File: config.mk
export PLATFORM = sky130hd
export DESIGN_NAME = argmax_stream
export DESIGN_NICKNAME = d
export VERILOG_FILES = /design/src/rtl/argmax_pkg.sv /design/src/rtl/argmax_cmp_stage.sv /design/src/rtl/argmax_stream.sv
export SDC_FILE = /design/constraint.sdc
export NUM_CORES = 1
export LEC_CHECK = 0
export CORE_MARGIN = 1.5
export CORE_UTILIZATION = 35
export CTS_BUF_LIST = sky130_fd_sc_hd__clkbuf_4 sky130_fd_sc_hd__clkbuf_8 sky130_fd_sc_hd__clkbuf_16
export DETAILED_ROUTE_END_ITERATION = 12
export DONT_BUFFER_PORTS = 1
export PLACE_DENSITY = 0.5
export SYNTH_ARGS = -nofsm -noshare
export SYNTH_HDL_FRONTEND = slang
export SYNTH_HIERARCHICAL = 1
export SYNTH_SLANG_ARGS = --single-unit
File: constraint.sdc
create_clock -name clk -period 3.53 [get_ports clk]
set_clock_uncertainty 0.15 [all_clocks]
set_input_delay 0.5295 -clock clk [delete_from_list [all_inputs] [get_ports clk]]
set_output_delay 0.5295 -clock clk [all_outputs]
set_load 0.005 [all_outputs]
File: src/rtl/argmax_pkg.sv
// Shared types and helpers for the streaming argmax block.
// Optional runner-up tracking is enabled by defining ARGMAX_TOP2_EN.
package argmax_pkg;

    typedef enum logic {COLLECT, HOLD} argmax_state_e;

    // Most negative two's-complement value; slice the top DATA_W bits for narrower scores.
    localparam logic [63:0] MIN_SCORE = 64'h8000_0000_0000_0000;

    function automatic int unsigned idx_w(input int unsigned n);
        return (n < 2) ? 1 : $clog2(n);
    endfunction

endpackage

File: src/rtl/argmax_cmp_stage.sv
// Combinational compare-and-select for one incoming score against the running best.
// Runner-up ports exist only when ARGMAX_TOP2_EN is defined.
module argmax_cmp_stage #(
    parameter int unsigned DATA_W = 32,
    parameter int unsigned IDX_W  = 4
) (
    input  logic                     i_first,
`ifdef ARGMAX_TOP2_EN
    input  logic                     i_second,
    input  logic signed [DATA_W-1:0] i_sec_val,
    input  logic        [IDX_W-1:0]  i_sec_idx,
    output logic signed [DATA_W-1:0] o_sec_val,
    output logic        [IDX_W-1:0]  o_sec_idx,
`endif
    input  logic signed [DATA_W-1:0] i_best_val,
    input  logic        [IDX_W-1:0]  i_best_idx,
    input  logic signed [DATA_W-1:0] i_new_val,
    input  logic        [IDX_W-1:0]  i_new_idx,
    output logic signed [DATA_W-1:0] o_best_val,
    output logic        [IDX_W-1:0]  o_best_idx
);

    logic w_gt_best;

    // Strictly greater only, so ties keep the earlier (lower) index.
    assign w_gt_best = i_new_val > i_best_val;

    always_comb begin
        o_best_val = i_best_val;
        o_best_idx = i_best_idx;
        if (i_first || w_gt_best) begin
            o_best_val = i_new_val;
            o_best_idx = i_new_idx;
        end
    end

`ifdef ARGMAX_TOP2_EN
    always_comb begin
        o_sec_val = i_sec_val;
        o_sec_idx = i_sec_idx;
        if (i_first) begin
            o_sec_val = argmax_pkg::MIN_SCORE[63 -: DATA_W];
            o_sec_idx = '0;
        end else if (w_gt_best) begin
            o_sec_val = i_best_val;
            o_sec_idx = i_best_idx;
        end else if (i_second || (i_new_val > i_sec_val)) begin
            // The second score of a frame always fills the empty runner-up slot.
            o_sec_val = i_new_val;
            o_sec_idx = i_new_idx;
        end
    end
`endif

endmodule

File: src/rtl/argmax_stream.sv
// Streaming argmax: collects N_CLASSES signed scores, then holds winner until accepted.
// Define ARGMAX_TOP2_EN to add runner-up index/score outputs.
module argmax_stream
    import argmax_pkg::*;
#(
    parameter int unsigned N_CLASSES = 10,
    parameter int unsigned DATA_W    = 32,
    localparam int unsigned IDX_W    = idx_w(N_CLASSES)
) (
    input  logic                     clk,
    input  logic                     rst_n,
    input  logic                     i_clear,
    input  logic                     i_in_valid,
    output logic                     o_in_ready,
    input  logic signed [DATA_W-1:0] i_in_score,
    output logic                     o_out_valid,
    input  logic                     i_out_ready,
    output logic [N_CLASSES-1:0]     o_out_onehot,
    output logic [IDX_W-1:0]         o_out_idx,
`ifdef ARGMAX_TOP2_EN
    output logic [IDX_W-1:0]         o_out_idx2,
    output logic signed [DATA_W-1:0] o_out_max2,
`endif
    output logic signed [DATA_W-1:0] o_out_max
);

    argmax_state_e r_state, w_state_nxt;
    logic [IDX_W-1:0] r_count, w_count_nxt;
    logic r_rdy_en;
    logic w_accept, w_last, w_load;

    logic signed [DATA_W-1:0] r_best_val, w_best_val;
    logic        [IDX_W-1:0]  r_best_idx, w_best_idx;
    logic [N_CLASSES-1:0]     w_onehot;

    logic [N_CLASSES-1:0]     r_onehot;
    logic [IDX_W-1:0]         r_idx;
    logic signed [DATA_W-1:0] r_max;

    // r_rdy_en keeps in_ready low until the first edge after reset release.
    assign o_in_ready  = (r_state == COLLECT) && r_rdy_en;
    assign o_out_valid = (r_state == HOLD);
    assign w_accept    = i_in_valid && o_in_ready;
    assign w_last      = (r_count == IDX_W'(N_CLASSES - 1));
    assign w_load      = w_accept && !i_clear;

    always_comb begin
        w_state_nxt = r_state;
        w_count_nxt = r_count;
        if (i_clear) begin
            w_state_nxt = COLLECT;
            w_count_nxt = '0;
        end else begin
            case (r_state)
                COLLECT: begin
                    if (w_accept) begin
                        if (w_last) begin
                            w_state_nxt = HOLD;
                            w_count_nxt = '0;
                        end else begin
                            w_count_nxt = r_count + IDX_W'(1);
                        end
                    end
                end
                HOLD: begin
                    if (i_out_ready) begin
                        w_state_nxt = COLLECT;
                    end
                end
                default: begin
                    w_state_nxt = COLLECT;
                    w_count_nxt = '0;
                end
            endcase
        end
    end

    always_ff @(posedge clk or negedge rst_n) begin
        if (!rst_n) begin
            r_state  <= COLLECT;
            r_count  <= '0;
            r_rdy_en <= 1'b0;
        end else begin
            r_state  <= w_state_nxt;
            r_count  <= w_count_nxt;
            r_rdy_en <= 1'b1;
        end
    end

`ifdef ARGMAX_TOP2_EN
    logic signed [DATA_W-1:0] r_sec_val, w_sec_val;
    logic        [IDX_W-1:0]  r_sec_idx, w_sec_idx;
    logic        [IDX_W-1:0]  r_idx2;
    logic signed [DATA_W-1:0] r_max2;
`endif

    argmax_cmp_stage #(
        .DATA_W(DATA_W),
        .IDX_W (IDX_W)
    ) u_cmp (
        .i_first   (r_count == '0),
`ifdef ARGMAX_TOP2_EN
        .i_second  (r_count == IDX_W'(1)),
        .i_sec_val (r_sec_val),
        .i_sec_idx (r_sec_idx),
        .o_sec_val (w_sec_val),
        .o_sec_idx (w_sec_idx),
`endif
        .i_best_val(r_best_val),
        .i_best_idx(r_best_idx),
        .i_new_val (i_in_score),
        .i_new_idx (r_count),
        .o_best_val(w_best_val),
        .o_best_idx(w_best_idx)
    );

    always_comb begin
        w_onehot = '0;
        for (int unsigned i = 0; i < N_CLASSES; i++) begin
            w_onehot[i] = (w_best_idx == IDX_W'(i));
        end
    end

    // Running registers need no explicit invalidate: count==0 forces a fresh load.
    always_ff @(posedge clk or negedge rst_n) begin
        if (!rst_n) begin
            r_best_val <= MIN_SCORE[63 -: DATA_W];
            r_best_idx <= '0;
        end else if (w_load) begin
            r_best_val <= w_best_val;
            r_best_idx <= w_best_idx;
        end
    end

    always_ff @(posedge clk or negedge rst_n) begin
        if (!rst_n) begin
            r_onehot <= '0;
            r_idx    <= '0;
            r_max    <= '0;
        end else if (w_load && w_last) begin
            r_onehot <= w_onehot;
            r_idx    <= w_best_idx;
            r_max    <= w_best_val;
        end
    end

`ifdef ARGMAX_TOP2_EN
    always_ff @(posedge clk or negedge rst_n) begin
        if (!rst_n) begin
            r_sec_val <= MIN_SCORE[63 -: DATA_W];
            r_sec_idx <= '0;
        end else if (w_load) begin
            r_sec_val <= w_sec_val;
            r_sec_idx <= w_sec_idx;
        end
    end

    always_ff @(posedge clk or negedge rst_n) begin
        if (!rst_n) begin
            r_idx2 <= '0;
            r_max2 <= '0;
        end else if (w_load && w_last) begin
            r_idx2 <= w_sec_idx;
            r_max2 <= w_sec_val;
        end
    end

    assign o_out_idx2 = r_idx2;
    assign o_out_max2 = r_max2;
`endif

    assign o_out_onehot = r_onehot;
    assign o_out_idx    = r_idx;
    assign o_out_max    = r_max;

endmodule

==> results of run 1 <==
worst reg2reg max path, delay by kind of cell, from the launching register on:
| family | cells | cell delay (ns) |
|---|---|---|
| simple gates | 4 | 1.22 |
| flops | 1 | 0.53 |
| compound gates | 3 | 0.48 |
| mux | 1 | 0.43 |
| fa+ha+maj | 1 | 0.31 |
| buf+inv | 1 | 0.04 |
power by group through the flow:
stage	registers [mW]	clock network (mW)	logic, mW
after global placement	1.16	0	0.422
after detailed placement	1.16	0	0.429
after CTS	1.15	1.03	0.460
after floorplan	1.15	0	0.365
final	1.15	0.990	0.450
after global routing	1.16	1.07	0.524
cells in the final DEF, fill, tap and decap left out, types with 4 or more instances in the layout:
cell type,synthesis,final
a21oi_1,13,13
buf_4,0,6
clkbuf_16,0,9
dfrtp_1,87,87
ha_1,35,35
inv_1,35,35
mux2_2,41,41
mux2_4,30,30
nand2_1,115,115
nand2b_1,8,8
nand3_1,5,5
nand4_1,6,6
nor2_1,5,4
o21ai_0,17,17
o31ai_1,4,4
o41ai_1,5,5
cell families after synthesis:
family          count (synthesis)  synth area share [%]
xor+xnor                        1                 0.179
simple gates                  154                  14.2
mux                            72                  18.8
flops                          88                  45.0
fa+ha+maj                      35                  8.94
compound gates                 53                  7.23
other cells                     1                0.0765
buf+inv                        54                  5.57
cells in the mapped netlist (3+ instances only):
cell	number	area, um2
mux2_2	41	462
o41ai_1	5	43.8
ha_1	35	438
clkbuf_1	8	30.0
mux2_4	30	450
a21oi_1	13	65.1
o21ai_0	17	85.1
nand2_1	115	432
buf_2	5	25.0
o31ai_1	4	30.0
nand3_1	5	25.0
inv_1	35	131
buf_12	3	60.1
dfrtp_1	87	2180
nor2_1	5	18.8
a21o_1	3	22.5
nand2b_1	8	50.1
nand4_1	6	37.5
registers in the layout, indices dropped and copies added (netlist names):
name / count
o_out_max: 32
r_count: 4
o_out_valid: 1
r_rdy_en: 1
o_out_onehot: 10
o_out_idx: 4
r_best_val: 32
r_best_idx: 4
repair_timing:
| item | CTS | global route |
|---|---|---|
| gates resized for setup | 0 | 0 |
| hold buffers | 2 | 0 |
| endpoints found under the hold margin | 88 | 0 |
layout make-up:
type                       count  area (um2)  share of cell area [%]
clock buffer                  12         267                    4.93
multi-input combinational    316        2440                    45.1
inverter                      35         131                    2.43
sequential                    88        2200                    40.8
clock inverter                 3        40.0                   0.741
tap                          180         225                    4.17
timing repair buffer           9         103                    1.90
worst min path at each step:
stage	startpoint	end	slack, ns	cells after the start
5_1_grt	i_out_ready	o_out_valid	0.14	1
6_report	i_out_ready	o_out_valid	0.14	1
3_5_place_dp	rst_n	o_out_max[7]	0.09	0
2_1_floorplan	rst_n	o_out_idx[0]	0.08	0
3_3_place_gp	rst_n	o_out_max[7]	0.09	0
4_1_cts	i_out_ready	o_out_valid	0.12	1
per-layer routing:
metal	vias to the layer above	wire, um	share of wire (%)
li1	1554	-	-
met1	1547	4810	45
met2	53	5060	47
met3	10	656	6.1
met4	0	182	1.7
met5	-	0	0
==> flow_summary.ini, run 1 <==
[run_status]
status = finished, final reports clean

[grt]
use_met3_pct = 4.75
antenna_found_initial = 0
top_usage_layer = met2
track_usage_pct = 15.6
grt_pass1_vias = 3284
grt_pass1_wl_mm = 17.4
grt_use_met2_pct = 25.3
grt_start_max_net_pins = 89
grt.met1_usage_pct = 18.9
overflow = 0

[synthesis]
async_flop_share_pct = 100
ys_seq_area_share_pct = 45.0
yosys_warnings = 6
synth_area_per_cell_um2 = 10.7
ys_ff_latch = 88
synth_top_flop_cell = dfrtp_1
ys_types = 46
synth_cells = 458
synth_area_mm2 = 0.00490
synth_edf_count = 0
synth_fp_nets = 530

[floorplan]
fp.dieW_um = 121
dieArea_mm2 = 0.0147
pin_count = 85
rows = 43
initial_utilization_pct = 35.6
fp.dieH_um = 121
core_area_mm2 = 0.0138

[setup_path]
path_depth = 10
cp_slowest_stage_delay_ns = 0.53
critPathKind = flop to flop
cp_slowest_cell = dfstp_2
timing.rr.start = r_best_val[31]
rr_worst_depth = 10
path_buf_inv = 1
crit_path_max_fanout = 8
rrSetupSlack_ns = 0.28
path_cells = inv_1, ha_1, nand4_2, nor4_2, a21oi_1, nor2_1, o22a_2, mux2_2, or4_1, o21ai_0
cp-start-kind = flop
cp.arrival_ns = 3.36
critPathRequiredTime_ns = 3.64
r2r-end = o_out_onehot[0]
crit_start = r_best_val[31]
crit_family = simple AND/OR/NAND/NOR gates
endpoint = o_out_onehot[0]
crit_path_end_kind = flop

[drt]
drt-initial-drc-count = 97
wl_per_cell_um = 16.6
vias = 3164
route.detailed.drc = 0
wl_mm = 10.7
drtPass1Iterations = 4
vias_per_cell = 4.92
ant_nets = 0

[pwr]
p_seq_share_pct = 44.3
power.density_mw_per_mm2 = 478
pwr-share-comb_pct = 17.4
swShare_pct = 26.7
peakVddDrop_mv = 0.195
clkPwrFrac_pct = 38.3
leakage_nw = 2.68
intPower_mw = 1.90
power.switching_uw = 689
total_power_mw = 2.58

[placement]
place_area_mm2 = 0.00506
gp_congestion = 0.717
place_ws_ns = 0.236
placed_cells = 626
dp_hpwl_mm = 7.09
portBuffers = 0

[sta]
setup_slack_ns = 0.280
worst-slew-pin-transition_ns = 0.632
setup_tns_ns = 0
hold-worst-slack_ns = 0.141
hold_viol_final = 0
max_freq_mhz = 308
report.final.slew_viol_count = 0
rsz0062_at_grt = false
slew_headroom_pct = 57.9
setup_viol = 0
finalCriticalPeriod_ns = 3.25
post-route-period-util_pct = 92.1

[clock_network]
path_clk_slew_ns = 0.06
cts.path.max_buffers = 2
htreeDepth = 3
cts_sinks = 88
postCtsSetupBuffers = 0
cts_buffers = 9
clockRootBuffer = clkbuf_16
cts_tree = yes
clk_latency_ns = 0.34

[finish]
final_layout_size_suffix_gt1_share_pct = 22.7
stdcell_count = 643
area_growth_pct = 10.3
fillers = 1407
final_cell_area_mm2 = 0.00541
nets = 531
diodes = 0
fin_util_pct = 39.3

[worst_hold_path]
holdCritPathClass = input port to flop

[run]
cap_violations = 0
(Power assumes the default switching activity.)
==> run 2, diff against run 1 <==
--- a/config.mk
+++ b/config.mk
@@ -7,7 +7,7 @@
 export LEC_CHECK = 0
 export CORE_MARGIN = 1.5
 export CORE_UTILIZATION = 35
-export CTS_BUF_LIST = sky130_fd_sc_hd__clkbuf_4 sky130_fd_sc_hd__clkbuf_8 sky130_fd_sc_hd__clkbuf_16
+export CTS_BUF_LIST = sky130_fd_sc_hd__clkbuf_2 sky130_fd_sc_hd__clkbuf_4 sky130_fd_sc_hd__clkbuf_8
 export DETAILED_ROUTE_END_ITERATION = 12
 export DONT_BUFFER_PORTS = 1
 export PLACE_DENSITY = 0.5
==> run 2 against run 1 <==
Net effect:
- first-iteration DRC count did not move
- critical endpoint unchanged
- register-to-register slack barely moved
- critical path depth did not move
- power fell by 9.9%
- sequential power barely moved
- critical path type unchanged
- flip-flop and latch count did not move
- die area did not move
- count of clock-buffer cells in the layout did not move
==> flow_summary.ini, run 2 (synthesis results as in run 1) <==
[finish]
layout_common_cells = 115 x nand2_1, 87 x dfrtp_1, 41 x mux2_2, 35 x inv_1, 35 x ha_1
final_common_cell = nand2_1
final_layout_size_suffix_gt1_share_pct = 22.7
area_growth_pct = 8.27
diodes = 0
nets = 531

[setup_path]
critPathRequiredTime_ns = 3.67
rrSetupSlack_ns = 0.28
path_depth = 10
cp_slowest_cell = dfstp_2
path_buf_inv = 1
cp.arrival_ns = 3.38
path_cells = inv_1, ha_1, nand4_2, nor4_2, a21oi_1, nor2_1, o22a_2, mux2_2, or4_1, o21ai_0
cp_slowest_stage_delay_ns = 0.54
rr_worst_depth = 10
crit_path_end_kind = flop
critPathKind = flop to flop
crit_family = simple AND/OR/NAND/NOR gates
cp-start-kind = flop
crit_path_max_fanout = 8

[grt]
overflow = 0
grt_pass1_vias = 3264
track_usage_pct = 15.5
top_usage_layer = met2
grt.met1_usage_pct = 18.9
antenna_found_initial = 0
use_met3_pct = 5.59
grt_use_met2_pct = 24.9
grt_pass1_wl_mm = 17.3
grt_start_max_net_pins = 89

[sta]
hold_viol_final = 0
worst-slew-pin-transition_ns = 0.635
report.final.slew_viol_count = 0
finalCriticalPeriod_ns = 3.25
slew_headroom_pct = 57.7
setup_tns_ns = 0
post-route-period-util_pct = 92.0
rsz0062_at_grt = false
setup_viol = 0
max_freq_mhz = 308

[worst_hold_path]
holdCritPathClass = input port to flop
whs_path_depth = 1

[floorplan]
fp.dieW_um = 121
initial_utilization_pct = 35.6
rows = 43
fp.dieH_um = 121
core_area_mm2 = 0.0138
dieArea_mm2 = 0.0147
pin_count = 85

[drt]
vias = 3163
wl_per_cell_um = 16.5
drt-initial-drc-count = 97
ant_nets = 0
wl_mm = 10.6
drtPass1Iterations = 4
route.detailed.drc = 0
vias_per_cell = 4.92

[clock_network]
cts_tree = yes
cts_buffers = 9
clk_latency_ns = 0.37
path_clk_slew_ns = 0.08
clockRootBuffer = clkbuf_8
cts_sinks = 88
cts.path.max_buffers = 2
htreeDepth = 3

[pwr]
leakage_nw = 2.63
total_power_mw = 2.33
power.density_mw_per_mm2 = 439
peakVddDrop_mv = 0.157

[placement]
dp_hpwl_mm = 7.09
portBuffers = 0
gp_congestion = 0.717

[run_status]
status = finished, final reports clean

[run]
cap_violations = 0
run 2: worst reg2reg max path: cells and delay by family, from the launching register on:
kind                       cells  cell delay (ns)
adders and majority gates      1             0.31
and+or+nand+nor                4             1.22
buffers and inverters          1             0.04
AOI/OAI and AO/OA              3             0.48
muxes                          1             0.43
DFF                            1             0.54
run 2: final cells by class:
class,count,area [um2]
repair buffers,9,103
multi-input cells,316,2440
clock buffers,12,165
well taps,180,225
fillers,1423,8470
inverters,35,131
clock inverters,3,40.0
flip-flops and latches,88,2200
run 2: final timing paths:
path	from	to
worst max-delay path	r_best_val[31]	o_out_onehot[0]
worst min-delay path	i_out_ready	o_out_valid
worst max register to register	r_best_val[31]	o_out_onehot[0]
worst min register to register	r_best_val[31]	r_best_val[31]
max in group asynchronous	rst_n	r_best_val[31]
min in group asynchronous	rst_n	o_out_max[7]
run 2: what timing repair did:
action | 4_1_cts | 5_1_grt
gates resized for setup | 0 | 0
hold buffers | 2 | 0
hold endpoints to repair | 88 | 0
buffers inserted | 0 | 0
run 2: power by group:
part	total, mW	internal (mW)	switching [mW]
clock network	0.738	0.379	0.359
logic	0.449	0.208	0.240
registers	1.14	1.09	0.0576
total	2.33	1.67	0.657
run 2: per-layer routing:
metal  vias to the layer above  part of all wire [%]
met5                         -                     0
met4                         0                   1.3
met3                        11                   6.6
met2                        55                    47
met1                      1548                    45
li1                       1549                     -
run 2: metrics by stage:
stage	setup slack (ns)	hold WS (ns)	util (%)	cell area, um2	std cells
global route	0.0739	0.0920	38.5	5310	643
CTS	0.213	0.0798	38.5	5310	643
floorplan	0.430	0.0839	-	4900	458
global placement	0.238	0.0857	36.8	5060	626
finish	0.282	0.109	38.5	5310	643
detailed placement	0.236	0.0858	36.8	5060	626
